$ cat config.mk
export PLATFORM = sky130hd
export DESIGN_NAME = pipe_stage_reg
export DESIGN_NICKNAME = d
export VERILOG_FILES = /design/src/rtl/pipe_stage_reg.sv
export SDC_FILE = /design/constraint.sdc
export NUM_CORES = 1
export LEC_CHECK = 0
export ABC_AREA = 1
export CORE_ASPECT_RATIO = 2
export CORE_MARGIN = 1.5
export CORE_UTILIZATION = 45
export CTS_BUF_LIST = sky130_fd_sc_hd__clkbuf_4 sky130_fd_sc_hd__clkbuf_8 sky130_fd_sc_hd__clkbuf_16
export CTS_CLUSTER_SIZE = 30
export DETAILED_ROUTE_END_ITERATION = 7
export HOLD_SLACK_MARGIN = 0.02
export PLACE_DENSITY = 0.77
export SLEW_MARGIN = 20
export SYNTH_ARGS = -nofsm -noshare
export SYNTH_HDL_FRONTEND = slang
export SYNTH_SLANG_ARGS = --single-unit
$ cat constraint.sdc
create_clock -name clk -period 1.6 [get_ports clk]
set_clock_uncertainty 0.1 [all_clocks]
set_input_delay 0.24 -clock clk [delete_from_list [all_inputs] [get_ports clk]]
set_output_delay 0.24 -clock clk [all_outputs]
set_load 0.05 [all_outputs]
$ cat src/rtl/pipe_stage_reg.sv
// -----------------------------------------------------------------------------
// pipe_stage_reg
//
// Generic inter-stage pipeline register for the five-stage core. One instance
// sits between each pair of stages and carries the packed stage bundle
// (instruction, PC, control fields) as an opaque DATA_W-bit payload.
//
// Features:
//   * valid/ready handshake on both sides so a stage can stall its upstream.
//   * i_flush empties the stage and leaves a bubble (NOP_VALUE) on o_data.
//   * SKID_EN=1 adds a second (skid) entry so o_ready comes straight from a
//     register and the ready chain between stages is broken every stage.
//     SKID_EN=0 keeps a single entry and passes ready through combinationally.
//   * Saturating count of cycles in which a valid payload was held back by
//     the downstream stage.
//
// Parameters:
//   DATA_W     payload width
//   NOP_VALUE  payload driven whenever an entry is empty (addi x0,x0,0)
//   SKID_EN    1: two entries, registered o_ready; 0: one entry
//   CNT_W      width of the stall counter
//
// Ports:
//   clk          core clock
//   reset        synchronous, active-high reset
//   i_valid      upstream has a payload
//   o_ready      this stage can accept a payload
//   i_data       upstream payload (held stable while i_valid & !o_ready)
//   o_valid      downstream payload is valid
//   i_ready      downstream accepts the payload
//   o_data       downstream payload (NOP_VALUE when empty)
//   i_flush      discard all held entries
//   o_count      occupancy, 0..2
//   o_stall_cnt  saturating count of stalled cycles
// -----------------------------------------------------------------------------
module pipe_stage_reg #(
    parameter int unsigned        DATA_W    = 32,
    parameter logic [DATA_W-1:0]  NOP_VALUE = 32'h0000_0013,
    parameter bit                 SKID_EN   = 1'b1,
    parameter int unsigned        CNT_W     = 16
) (
    input  logic              clk,
    input  logic              reset,

    input  logic              i_valid,
    output logic              o_ready,
    input  logic [DATA_W-1:0] i_data,

    output logic              o_valid,
    input  logic              i_ready,
    output logic [DATA_W-1:0] o_data,

    input  logic              i_flush,
    output logic [1:0]        o_count,
    output logic [CNT_W-1:0]  o_stall_cnt
);

    // Encoding is chosen so the state value is the occupancy itself.
    typedef enum logic [1:0] {
        ST_EMPTY = 2'd0,
        ST_ONE   = 2'd1,
        ST_TWO   = 2'd2
    } state_t;

    state_t              r_state;
    logic [DATA_W-1:0]   r_main;      // entry M, always the head of the queue
    logic [DATA_W-1:0]   r_skid;      // entry S, only ever used when SKID_EN=1
    logic [CNT_W-1:0]    r_stall_cnt;

    logic                w_valid;
    logic                w_ready;
    logic                w_push;
    logic                w_pop;
    logic                w_stall;

    // -------------------------------------------------------------------------
    // Handshake
    // -------------------------------------------------------------------------
    assign w_valid = (r_state != ST_EMPTY);

    generate
        if (SKID_EN) begin : g_skid_ready
            // Registered ready: only the state flops feed it, so the upstream
            // stage never sees a path from the downstream i_ready.
            assign w_ready = (r_state != ST_TWO);
        end else begin : g_pass_ready
            // NOTE: with one entry the stage can only take a new payload in
            // the same cycle as the old one leaves, so ready must look at
            // i_ready combinationally to keep one transfer per cycle.
            assign w_ready = !w_valid || i_ready;
        end
    endgenerate

    assign w_push  = i_valid && w_ready;
    assign w_pop   = w_valid && i_ready;

    // A flushed cycle is a redirect, not a back-pressure stall.
    assign w_stall = w_valid && !i_ready && !i_flush;

    // -------------------------------------------------------------------------
    // State, storage and stall counter
    // -------------------------------------------------------------------------
    // NOTE: all state below is updated with non-blocking assignments so every
    // branch reads the pre-edge values of r_state/r_main/r_skid; a blocking
    // update of r_main before r_skid is read would break the TWO->ONE shift.
    always_ff @(posedge clk) begin
        if (reset) begin
            // NOTE: both payload entries are reset, not just the state, because
            // an empty entry must read back as NOP_VALUE on o_data.
            r_state     <= ST_EMPTY;
            r_main      <= NOP_VALUE;
            r_skid      <= NOP_VALUE;
            r_stall_cnt <= '0;
        end else begin
            // Saturating counter; flush does not clear it.
            if (w_stall && (r_stall_cnt != '1)) begin
                r_stall_cnt <= r_stall_cnt + CNT_W'(1);
            end

            if (i_flush) begin
                // A same-cycle push is dropped; a same-cycle pop has already
                // been presented on o_data/o_valid and completes normally.
                r_state <= ST_EMPTY;
                r_main  <= NOP_VALUE;
                r_skid  <= NOP_VALUE;
            end else begin
                case (r_state)
                    ST_EMPTY: begin
                        if (w_push) begin
                            r_state <= ST_ONE;
                            r_main  <= i_data;
                        end
                    end

                    ST_ONE: begin
                        if (w_push && w_pop) begin
                            // Old head leaves, new payload takes its place.
                            r_main <= i_data;
                        end else if (w_push && SKID_EN) begin
                            // Head stays put; new payload queues behind it.
                            r_state <= ST_TWO;
                            r_skid  <= i_data;
                        end else if (w_pop) begin
                            r_state <= ST_EMPTY;
                            r_main  <= NOP_VALUE;
                        end
                    end

                    ST_TWO: begin
                        // o_ready is low here, so only a pop can happen.
                        if (w_pop) begin
                            r_state <= ST_ONE;
                            r_main  <= r_skid;
                            r_skid  <= NOP_VALUE;
                        end
                    end

                    default: begin
                        r_state <= ST_EMPTY;
                        r_main  <= NOP_VALUE;
                        r_skid  <= NOP_VALUE;
                    end
                endcase
            end
        end
    end

    // -------------------------------------------------------------------------
    // Outputs
    // -------------------------------------------------------------------------
    assign o_valid     = w_valid;
    assign o_ready     = w_ready;
    assign o_data      = r_main;
    assign o_count     = r_state;
    assign o_stall_cnt = r_stall_cnt;

endmodule

==> reports/qor.yml, run 1 <==
finish:
  utilization_pct: 68.31
  fin_nets: 705
  diodes: 0
  areaGrowthSynthToFinish_pct: 48.87
  drive_above_1_share_pct: 23.66
  fin_area_um2: 5584
  fillers: 681
sta:
  fin_crit_sh_pct: 96.24
  period_minus_slack_ns: 1.540
  drv_slew: 0
  layout_setup_ws_ns: 0.06011
  slew_headroom_pct: 79.76
  max_freq_mhz: 649.4
  worst_pin_slew_ns: 0.2959
  setup_viol: 0
  finalHoldViolCount: 0
setup_path:
  r2r-start: "o_stall_cnt[9]$_SDFFE_PP0P_"
  crit_arrival_ns: 1.20
  cpMaxStageDelayCell: "dfxtp_4"
  r2r_cells: 7
  start_kind: "flip-flop"
  cp.required_ns: 1.26
  crit_path_max_incr_delay_ns: 0.39
  cp_cell_sequence: "inv_6, nor2_4, clkinvlp_4, buf_6"
  cp-end-kind: "output port"
  r2r_end: "o_stall_cnt[12]$_SDFFE_PP0P_"
  critPathKind: "flip-flop to output port"
  startpoint: "o_count[1]$_SDFFE_PP0P_"
  crit_path_max_fanout: 6
  r2r_setup_slack_ns: 0.08
placement:
  gp_congestion: 0.8717
  preCtsSetupSlack_ns: -0.2330
  place_hpwl_um: 7939
  placed_area_um2: 5177
  io_buffers: 88
yosys:
  syn_area_um2: 3751
  syn_avg_cell_area_um2: 6.783
  ys_seq_elements: 82
  synth_edf_count: 0
  async_flop_share_pct: 0
  synth.net_count: 591
  seq_area_frac_synth_pct: 43.76
  synth.area.top_cells: "dfxtp_1 (44%), nand2_1 (22%), a21oi_1 (10%)"
  synth_top_cell_area_share_pct: 43.76
  synth_area_leader_cell: "dfxtp_1"
  yosysWarnings: 0
  synth_cell_types: 27
  syn_inst: 553
  yosysMostFrequentCell: "nand2_1"
  yosys-top-cells-count: "nand2_1 (224), dfxtp_1 (82), a21oi_1 (78)"
  synth-main-ff-cell: "dfxtp_1"
die:
  rows: 47
  fp.dieW_um: 67.56
  core_area_um2: 8174
  ios: 89
  dieArea_um2: 8926
  die_y_um: 132.1
  start_util_pct: 45.89
worst_hold_path:
  hold_path_depth: 2
  hold_path.startpoint: "r_skid[13]$_SDFFE_PP0P_"
  holdPathEnd: "r_skid[13]$_SDFFE_PP0P_"
  hp-class: "flip-flop to flip-flop"
pwr:
  powerDensity_nw_per_um2: 874.7
  ir_worst_vdd_mv: 0.7024
  power_mw: 4.885
  p_leak_nw: 2.251
clock_tree:
  htree_num_levels: 3
  cts_tree: "done"
  holdBufCountCts: 0
  clk_pin_slew_ns: 0.06
  clock_sinks: 82
  numCtsBuffers: 9
  clock_path_buffers: 2
  cts_root_buffer: "clkbuf_16"
  insertion_delay_ns: 0.33
global_route:
  grt_max_degree: 48
  track_usage_pct: 25.37
  grt_pass1_vias: 4000
  grt_pass1_wl_um: 17600
  gr-total-overflow: 0
  antenna_found_initial: 0
drt:
  drt-initial-drc-count: 192
  wire_per_inst_um: 14.04
  num_vias: 4077
  vias_per_cell: 5.295
  drc: 0
  ant_nets: 0
  first_pass_iters: 5
  route.final.wire_length_um: 10810
flow_run:
  timing.max_cap.violations: 0
run_status:
  outcome: "complete, no violations"
cell usage in the layout, fill, tap and decap left out, types with 5 or more instances in the layout:
master / Yosys / layout
nor2_2: 0 / 6
nor2_1: 31 / 22
clkdlybuf4s50_1: 0 / 36
inv_1: 18 / 15
buf_12: 0 / 24
nand3_1: 43 / 41
nand2_1: 224 / 223
a21oi_1: 78 / 78
o21ai_0: 5 / 5
nand4_1: 6 / 6
buf_4: 5 / 75
dfxtp_1: 82 / 65
clkbuf_16: 0 / 9
dfxtp_4: 0 / 5
nand3b_1: 9 / 9
dfxtp_2: 0 / 12
how the worst max path moves through the flow:
stage                                         endpoint  slack (ns)  cells past startpoint
after floorplan                 o_data[0]$_SDFFE_PP1P_       -0.06                      9
after global placement         r_skid[31]$_SDFFE_PP0P_       -0.21                      7
after detailed placement   o_stall_cnt[2]$_SDFFE_PP0P_       -0.23                      7
after CTS                                      o_ready       -0.01                      4
after global routing      o_stall_cnt[12]$_SDFFE_PP0P_       -0.06                      7
final                                          o_ready        0.06                      4
cell families (layout without fill, tap and decap cells):
family | after synthesis | count (layout) | share of synthesized area, %
AND/OR/NAND/NOR | 320 | 320 | 35.56
AO/OA/AOI/OAI | 90 | 90 | 12.47
flip-flops | 82 | 82 | 43.76
buffers and inverters | 54 | 173 | 6.471
XOR/XNOR | 6 | 6 | 1.401
adder cells (fa/ha/maj) | 1 | 1 | 0.3335
state kept, by name, indices dropped and copies added, names as in the netlist:
name	cells
o_data	32
r_skid	32
o_stall_cnt	16
o_count	2
layout make-up:
type                       instances  area, um2  area share [%]
timing repair buffer             136       1415           25.34
inverter                          21      87.58           1.568
sequential                        82       1675           30.00
clock buffer                      12      266.5           4.773
multi-input combinational        417       1968           35.25
tap                               98      122.6           2.196
clock inverter                     4      48.80          0.8739
routing by layer:
metal,part of all wire (%),vias up,global-route usage (%)
met3,3.8,38,3.757
met4,3.9,0,14.29
met2,58,143,47.17
met5,0,-,0
li1,-,2020,-
met1,34,1876,24.90
repair_timing:
action,4_1_cts,5_1_grt
cloned,0,0
gates resized for setup,2,12
setup endpoints to repair,12,39
pin swaps,1,2
setup buffers,1,5
stage by stage:
| step | setup TNS, ns | hold WS [ns] | std cells |
|---|---|---|---|
| floorplan | -0.1127 | 0.1994 | 553 |
| global placement | -12.65 | 0.3473 | 748 |
| detailed placement | -14.20 | 0.3532 | 748 |
| CTS | -0.01391 | 0.3625 | 765 |
| global route | -0.05654 | 0.3839 | 770 |
| finish | 0 | 0.3586 | 770 |
critical path: cells and delay by family, from the launching register on:
family	cells	cell delay [ns]
flip-flops	1	0.39
buffers and inverters	3	0.34
AND/OR/NAND/NOR	1	0.14
power by group:
part	total, mW	switching [mW]	leakage (nW)	internal [mW]
clock	2.11	0.778	0.159	1.33
combinational	0.674	0.405	1.42	0.269
sequential	2.10	0.0262	0.674	2.07
(Power assumes the default switching activity.)
==> inputs of run 2 (changes only) <==
--- a/config.mk
+++ b/config.mk
@@ -6,14 +6,15 @@
 export NUM_CORES = 1
 export LEC_CHECK = 0
 export ABC_AREA = 1
+export CAP_MARGIN = 20
 export CORE_ASPECT_RATIO = 2
 export CORE_MARGIN = 1.5
-export CORE_UTILIZATION = 45
+export CORE_UTILIZATION = 40
 export CTS_BUF_LIST = sky130_fd_sc_hd__clkbuf_4 sky130_fd_sc_hd__clkbuf_8 sky130_fd_sc_hd__clkbuf_16
 export CTS_CLUSTER_SIZE = 30
 export DETAILED_ROUTE_END_ITERATION = 7
 export HOLD_SLACK_MARGIN = 0.02
-export PLACE_DENSITY = 0.77
+export PLACE_DENSITY = 0.7
 export SLEW_MARGIN = 20
 export SYNTH_ARGS = -nofsm -noshare
 export SYNTH_HDL_FRONTEND = slang
==> reports/qor.yml, run 2 (synthesis gave the netlist of run 1 again) <==
run_status:
  outcome: "finished with violations"  # was complete, no violations
  violations: "design-rule violations"
clock_tree:
  cts_tree: "done"  # unchanged
  numCtsBuffers: 9  # unchanged
  clk_pin_slew_ns: 0.06  # about the same
  insertion_delay_ns: 0.34  # was 0.33 ns
  clock_sinks: 82  # unchanged
  cts_root_buffer: "clkbuf_16"  # unchanged
  holdBufCountCts: 0  # unchanged
  htree_num_levels: 3  # unchanged
  clock_path_buffers: 2  # unchanged
setup_path:
  crit_path_max_incr_delay_ns: 0.37  # was 0.39 ns
  cp_cell_sequence: "inv_6, nor2_4, clkinvlp_4, buf_4"  # was inv_6, nor2_4, clkinvlp_4, buf_6
  cp_num_cells: 4  # unchanged
  critPathKind: "flip-flop to output port"  # unchanged
  cp-endpoint: "o_ready"  # unchanged
  r2r_cells: 9  # was 7
  crit_family: "flip-flops"  # unchanged
  cp.required_ns: 1.26  # about the same
  r2r-start: "o_stall_cnt[1]$_SDFFE_PP0P_"  # was o_stall_cnt[9]$_SDFFE_PP0P_
  crit_arrival_ns: 1.22  # was 1.20 ns
  cp-end-kind: "output port"  # unchanged
  cpMaxStageDelayCell: "dfxtp_4"  # unchanged
  r2r_end: "o_stall_cnt[13]$_SDFFE_PP0P_"  # was o_stall_cnt[12]$_SDFFE_PP0P_
  r2r_setup_slack_ns: 0.06  # was 0.08 ns
  startpoint: "o_count[1]$_SDFFE_PP0P_"  # unchanged
  crit_buf_inv: 3  # unchanged
  crit_path_max_fanout: 3  # was 6
  start_kind: "flip-flop"  # unchanged
finish:
  fin_area_um2: 5756  # was 5584 um2
  layout_common_cells: "nand2_1 (224), a21oi_1 (77), dfxtp_1 (65)"  # was nand2_1 (223), a21oi_1 (78), buf_4 (75)
  multi_input_area_um2: 1954  # was 1968 um2
  final-seq-area_um2: 1678  # was 1675 um2
  fin_nets: 705  # unchanged
  fillers: 745  # was 681
  drive_above_1_share_pct: 23.66  # unchanged
  diodes: 0  # unchanged
  utilization_pct: 63.43  # was 68.31%
  areaGrowthSynthToFinish_pct: 53.44  # was 48.87%
  final_common_cell: "nand2_1"  # unchanged
sta:
  fin_crit_sh_pct: 97.69  # was 96.24%
  setup_viol: 0  # unchanged
  fin_setup_tns_ns: 0  # unchanged
  rsz0062_at_grt: "yes"
  max_freq_mhz: 639.8  # was 649.4 MHz
  worst_pin_slew_ns: 0.2987  # was 0.2959 ns
  slew_headroom_pct: 79.57  # was 79.76%
  finalHoldViolCount: 0  # unchanged
  drv_slew: 0  # unchanged
  layout_setup_ws_ns: 0.03698  # was 0.06011 ns
  period_minus_slack_ns: 1.563  # was 1.540 ns
die:
  ios: 89  # unchanged
  die_y_um: 140.0  # was 132.1 um
  core_area_um2: 9074  # was 8174 um2
  start_util_pct: 41.34  # was 45.89%
  rows: 49  # was 47
  dieArea_um2: 10000  # was 8926 um2
  fp.dieW_um: 71.48  # was 67.56 um
placement:
  gp_congestion: 0.8795  # was 0.8717
  preCtsSetupSlack_ns: -0.2111  # was -0.2330 ns
  placed_area_um2: 5353  # was 5177 um2
  io_buffers: 88  # unchanged
  place_hpwl_um: 8098  # was 7939 um
global_route:
  gr-total-overflow: 0  # unchanged
  grt_pass1_wl_um: 18490  # was 17600 um
  track_usage_pct: 23.32  # was 25.37%
  antenna_found_initial: 0  # unchanged
  grt_max_degree: 39  # was 48
  grt_pass1_vias: 4042  # was 4000
pwr:
  ir_worst_vdd_mv: 0.5349  # was 0.7024 mV
  powerDensity_nw_per_um2: 883.4  # was 874.7 nW/um2
  p_leak_nw: 2.304  # was 2.251 nW
  power_mw: 5.084  # was 4.885 mW
drt:
  drt-initial-drc-count: 214  # was 192
  num_vias: 4106  # was 4077
  wire_per_inst_um: 14.50  # was 14.04 um
  vias_per_cell: 5.305  # was 5.295
  route.final.wire_length_um: 11230  # was 10810 um
  drc: 3  # was 0
  ant_nets: 0  # unchanged
  first_pass_iters: 6  # was 5
worst_hold_path:
  hp-class: "flip-flop to flip-flop"  # unchanged
flow_run:
  timing.max_cap.violations: 0  # unchanged
-- run 2: power breakdown --
group	switching (mW)	internal [mW]
combinational	0.412	0.309
clock	0.814	1.45
sequential	0.0306	2.07
-- run 2: final cells by class --
| type | instances | area share (%) |
|---|---|---|
| clock inverter | 4 | 1.326 |
| timing repair buffer | 136 | 27.41 |
| sequential | 82 | 29.15 |
| multi-input combinational | 417 | 33.96 |
| inverter | 21 | 1.522 |
| clock buffer | 12 | 4.413 |
| tap | 102 | 2.217 |
-- run 2: what timing repair did --
action / 4_1_cts / 5_1_grt
gates cloned: 0 / 0
buffers inserted: 1 / 5
gates resized for setup: 2 / 11
setup endpoints to repair: 3 / 47
pin swaps: 1 / 5
-- run 2: per-layer routing --
layer	track usage (%)	routed length (um)	vias up
met5	0	0	-
met4	13.60	333	0
met3	3.453	447	22
met2	43.09	6316	118
met1	24.04	4129	1942
li1	-	-	2024
-- run 2: worst min path at each step --
stage / to / depth (start not counted) / start
after CTS: r_skid[21]$_SDFFE_PP0P_ / 2 / r_skid[21]$_SDFFE_PP0P_
final: r_skid[12]$_SDFFE_PP0P_ / 2 / r_skid[12]$_SDFFE_PP0P_
after global routing: r_skid[19]$_SDFFE_PP0P_ / 2 / r_skid[19]$_SDFFE_PP0P_
after floorplan: o_stall_cnt[1]$_SDFFE_PP0P_ / 1 / reset
after detailed placement: o_data[1]$_SDFFE_PP1P_ / 2 / o_data[1]$_SDFFE_PP1P_
after global placement: r_skid[6]$_SDFFE_PP0P_ / 2 / r_skid[6]$_SDFFE_PP0P_
-- run 2: metrics by stage --
stage	instances	hold slack [ns]
floorplan	553	0.1994
global placement	753	0.3468
detailed placement	753	0.3494
CTS	770	0.3615
global route	774	0.3739
finish	774	0.3579
-- run 2: worst min-delay path, cell delays in order (launching register included) --
cell	delay (ns)
dfxtp_1	0.31
nand2_1	0.06
a21oi_1	0.05
==> inputs of run 3 (changes only) <==
--- a/config.mk
+++ b/config.mk
@@ -7,10 +7,11 @@
 export LEC_CHECK = 0
 export ABC_AREA = 1
 export CAP_MARGIN = 20
-export CORE_ASPECT_RATIO = 2
+export CORE_ASPECT_RATIO = 0.8
 export CORE_MARGIN = 1.5
 export CORE_UTILIZATION = 40
 export CTS_BUF_LIST = sky130_fd_sc_hd__clkbuf_4 sky130_fd_sc_hd__clkbuf_8 sky130_fd_sc_hd__clkbuf_16
+export CTS_CLUSTER_DIAMETER = 30
 export CTS_CLUSTER_SIZE = 30
 export DETAILED_ROUTE_END_ITERATION = 7
 export HOLD_SLACK_MARGIN = 0.02
==> reports/qor.yml, run 3 (synthesis gave the netlist of run 1 again) <==
sta:
  layout_setup_ws_ns: 0.03425  # was 0.03698 ns
  finalHoldViolCount: 0  # unchanged
  rsz0062_at_grt: "yes"  # unchanged
  fin_crit_sh_pct: 97.86  # was 97.69%
  setup_viol: 0  # unchanged
  period_minus_slack_ns: 1.566  # was 1.563 ns
  slew_headroom_pct: 79.29  # was 79.57%
  worst_pin_slew_ns: 0.3028  # was 0.2987 ns
  max_freq_mhz: 638.7  # was 639.8 MHz
  drv_slew: 0  # unchanged
setup_path:
  cp-end-kind: "flip-flop"  # was output port
  crit_path_max_fanout: 8  # was 3
  start_kind: "flip-flop"  # unchanged
  cpMaxStageDelayCell: "dfxtp_4"  # unchanged
  crit_arrival_ns: 1.73  # was 1.22 ns
  critPathKind: "flip-flop to flip-flop"  # was flip-flop to output port
  cp.required_ns: 1.76  # was 1.26 ns
  crit_buf_inv: 3  # unchanged
  crit_path_max_incr_delay_ns: 0.39  # was 0.37 ns
  crit_family: "compound AO/OA/AOI/OAI gates"  # was flip-flops
  cp_cell_sequence: "inv_4, nand2_8, nand2_4, o22ai_4, buf_6, clkbuf_16, nand2_1, a21oi_1"  # was inv_6, nor2_4, clkinvlp_4, buf_4
finish:
  areaGrowthSynthToFinish_pct: 58.31  # was 53.44%
  drive_above_1_share_pct: 25.04  # was 23.66%
  utilization_pct: 65.43  # was 63.43%
  final_common_cell: "nand2_1"  # unchanged
  fin_area_um2: 5938  # was 5756 um2
  fin_nets: 722  # was 705
  layout_common_cells: "nand2_1 (223), a21oi_1 (76), buf_4 (73)"  # was nand2_1 (224), a21oi_1 (77), dfxtp_1 (65)
  diodes: 0  # unchanged
drt:
  dr_wl_met2_um: 5599  # was 6316 um
  ant_nets: 0  # unchanged
  routed.top_layer: "met4"  # unchanged
  drt-initial-drc-count: 311  # was 214
  route.met3.wl_um: 808  # was 447 um
  wire_per_inst_um: 14.69  # was 14.50 um
  vias_per_cell: 5.172  # was 5.305
  num_vias: 4148  # was 4106
  drc: 0  # was 3
  first_pass_iters: 4  # was 6
  met1_length_um: 5198  # was 4129 um
  route.final.wire_length_um: 11780  # was 11230 um
clock_tree:
  htree_num_levels: 3  # unchanged
  insertion_delay_ns: 0.34  # about the same
  clock_path_buffers: 2  # unchanged
  cts_root_buffer: "clkbuf_16"  # unchanged
  clock_sinks: 82  # unchanged
  clk_pin_slew_ns: 0.06  # about the same
  cts_tree: "done"  # unchanged
  numCtsBuffers: 9  # unchanged
die:
  fp.dieW_um: 111.3  # was 71.48 um
  ios: 89  # unchanged
  dieArea_um2: 9971  # was 10000 um2
  core_area_um2: 9076  # was 9074 um2
  die_y_um: 89.62  # was 140.0 um
  start_util_pct: 41.33  # was 41.34%
  rows: 31  # was 49
global_route:
  grt_max_degree: 30  # was 39
  antenna_found_initial: 0  # unchanged
  gr-total-overflow: 0  # unchanged
  grt_pass1_vias: 3704  # was 4042
  track_usage_pct: 21.77  # was 23.32%
  grt_pass1_wl_um: 17390  # was 18490 um
pwr:
  p_clk_share_pct: 42.9  # was 44.5%
  p_leak_nw: 2.445  # was 2.304 nW
  p_int_mw: 3.840  # was 3.828 mW
  powerDensity_nw_per_um2: 857.6  # was 883.4 nW/um2
  power_switching_mw: 1.253  # was 1.256 mW
  combinationalPowerShare_pct: 15.8  # was 14.2%
  power.share.switching_pct: 24.60  # was 24.71%
  seqPwrFrac_pct: 41.4  # about the same
  ir_worst_vdd_mv: 0.7919  # was 0.5349 mV
placement:
  preCtsSetupSlack_ns: -0.2478  # was -0.2111 ns
  io_buffers: 88  # unchanged
  placed_area_um2: 5354  # was 5353 um2
  gp_congestion: 0.8815  # was 0.8795
  place_hpwl_um: 7531  # was 8098 um
worst_hold_path:
  hp-class: "input port to flip-flop"  # was flip-flop to flip-flop
flow_run:
  timing.max_cap.violations: 0  # unchanged
run_status:
  outcome: "complete, no violations"  # was finished with violations
==> run 3: changes by cell type in the layout (fill, tap and decap cells not counted), moves of 2 or more <==
| cell | before | now |
|---|---|---|
| nor2_1 | 22 | 25 |
| nor2_2 | 7 | 5 |
| clkbuf_16 | 9 | 13 |
| dfxtp_4 | 6 | 4 |
| inv_4 | 0 | 2 |
| dfxtp_2 | 11 | 13 |
| buf_4 | 62 | 73 |
| buf_6 | 1 | 6 |
| clkdlybuf4s50_1 | 36 | 34 |
| inv_2 | 5 | 2 |
| dlymetal6s2s_1 | 0 | 2 |
| buf_12 | 37 | 34 |
==> run 3: routing by layer <==
metal  global-route usage (%)  up-vias
met3                    5.168       13
met1                    28.68     1944
met4                    8.170        0
met5                        0        -
li1                         -     2050
met2                    35.42      141
==> run 3: repair_timing <==
| action | CTS | global route |
|---|---|---|
| pin swaps | 1 | 3 |
| cloned | 0 | 5 |
| buffers inserted | 1 | 7 |
| hold buffers | 0 | 0 |
| setup endpoints to repair | 1 | 43 |
| gates resized for setup | 0 | 21 |
==> run 3: final cells by class <==
cell class,instances,area (um2)
clock inverter,3,65.06
tap,115,143.9
sequential,82,1673
fill,760,3138
timing repair buffer,153,1762
inverter,21,92.59
clock buffer,11,246.5
multi-input combinational,417,1956
==> run 3: worst register-to-register path, stage by stage, from the launching register on <==
cell       delay, ns
dfxtp_4         0.39
inv_4           0.06
nand2_8         0.08
nand2_4         0.07
o22ai_4         0.23
buf_6           0.17
clkbuf_16       0.15
nand2_1         0.06
a21oi_1         0.17
==> run 3: path summary, 6_finish.rpt <==
| check | start | end | slack [ns] | cells past startpoint |
|---|---|---|---|---|
| max reg2reg | o_count[0]$_SDFFE_PP0P_ | o_data[29]$_SDFFE_PP0P_ | 0.03 | 8 |
| min | i_valid | o_count[1]$_SDFFE_PP0P_ | 0.29 | 4 |
| max | o_count[0]$_SDFFE_PP0P_ | o_data[29]$_SDFFE_PP0P_ | 0.03 | 8 |
| min reg2reg | r_skid[23]$_SDFFE_PP0P_ | r_skid[23]$_SDFFE_PP0P_ | 0.36 | 2 |
==> run 3: power by group through the flow <==
stage,clock network [mW],logic [mW],registers (mW)
final,2.18,0.803,2.11
after global routing,2.30,0.855,2.11
after CTS,2.22,0.696,2.11
after detailed placement,0,0.690,2.15
after global placement,0,0.683,2.15
after floorplan,0,0.258,2.26
==> run 3: per-stage QoR <==
stage	setup TNS, ns	hold WS, ns	std cells	total power, mW
after floorplan	-0.1127	0.1994	553	2.516
after global placement	-8.578	0.3462	775	2.832
after detailed placement	-11.38	0.3502	775	2.840
after CTS	0	0.3590	790	5.021
after global routing	-0.1560	0.3295	802	5.264
final	0	0.2886	802	5.093
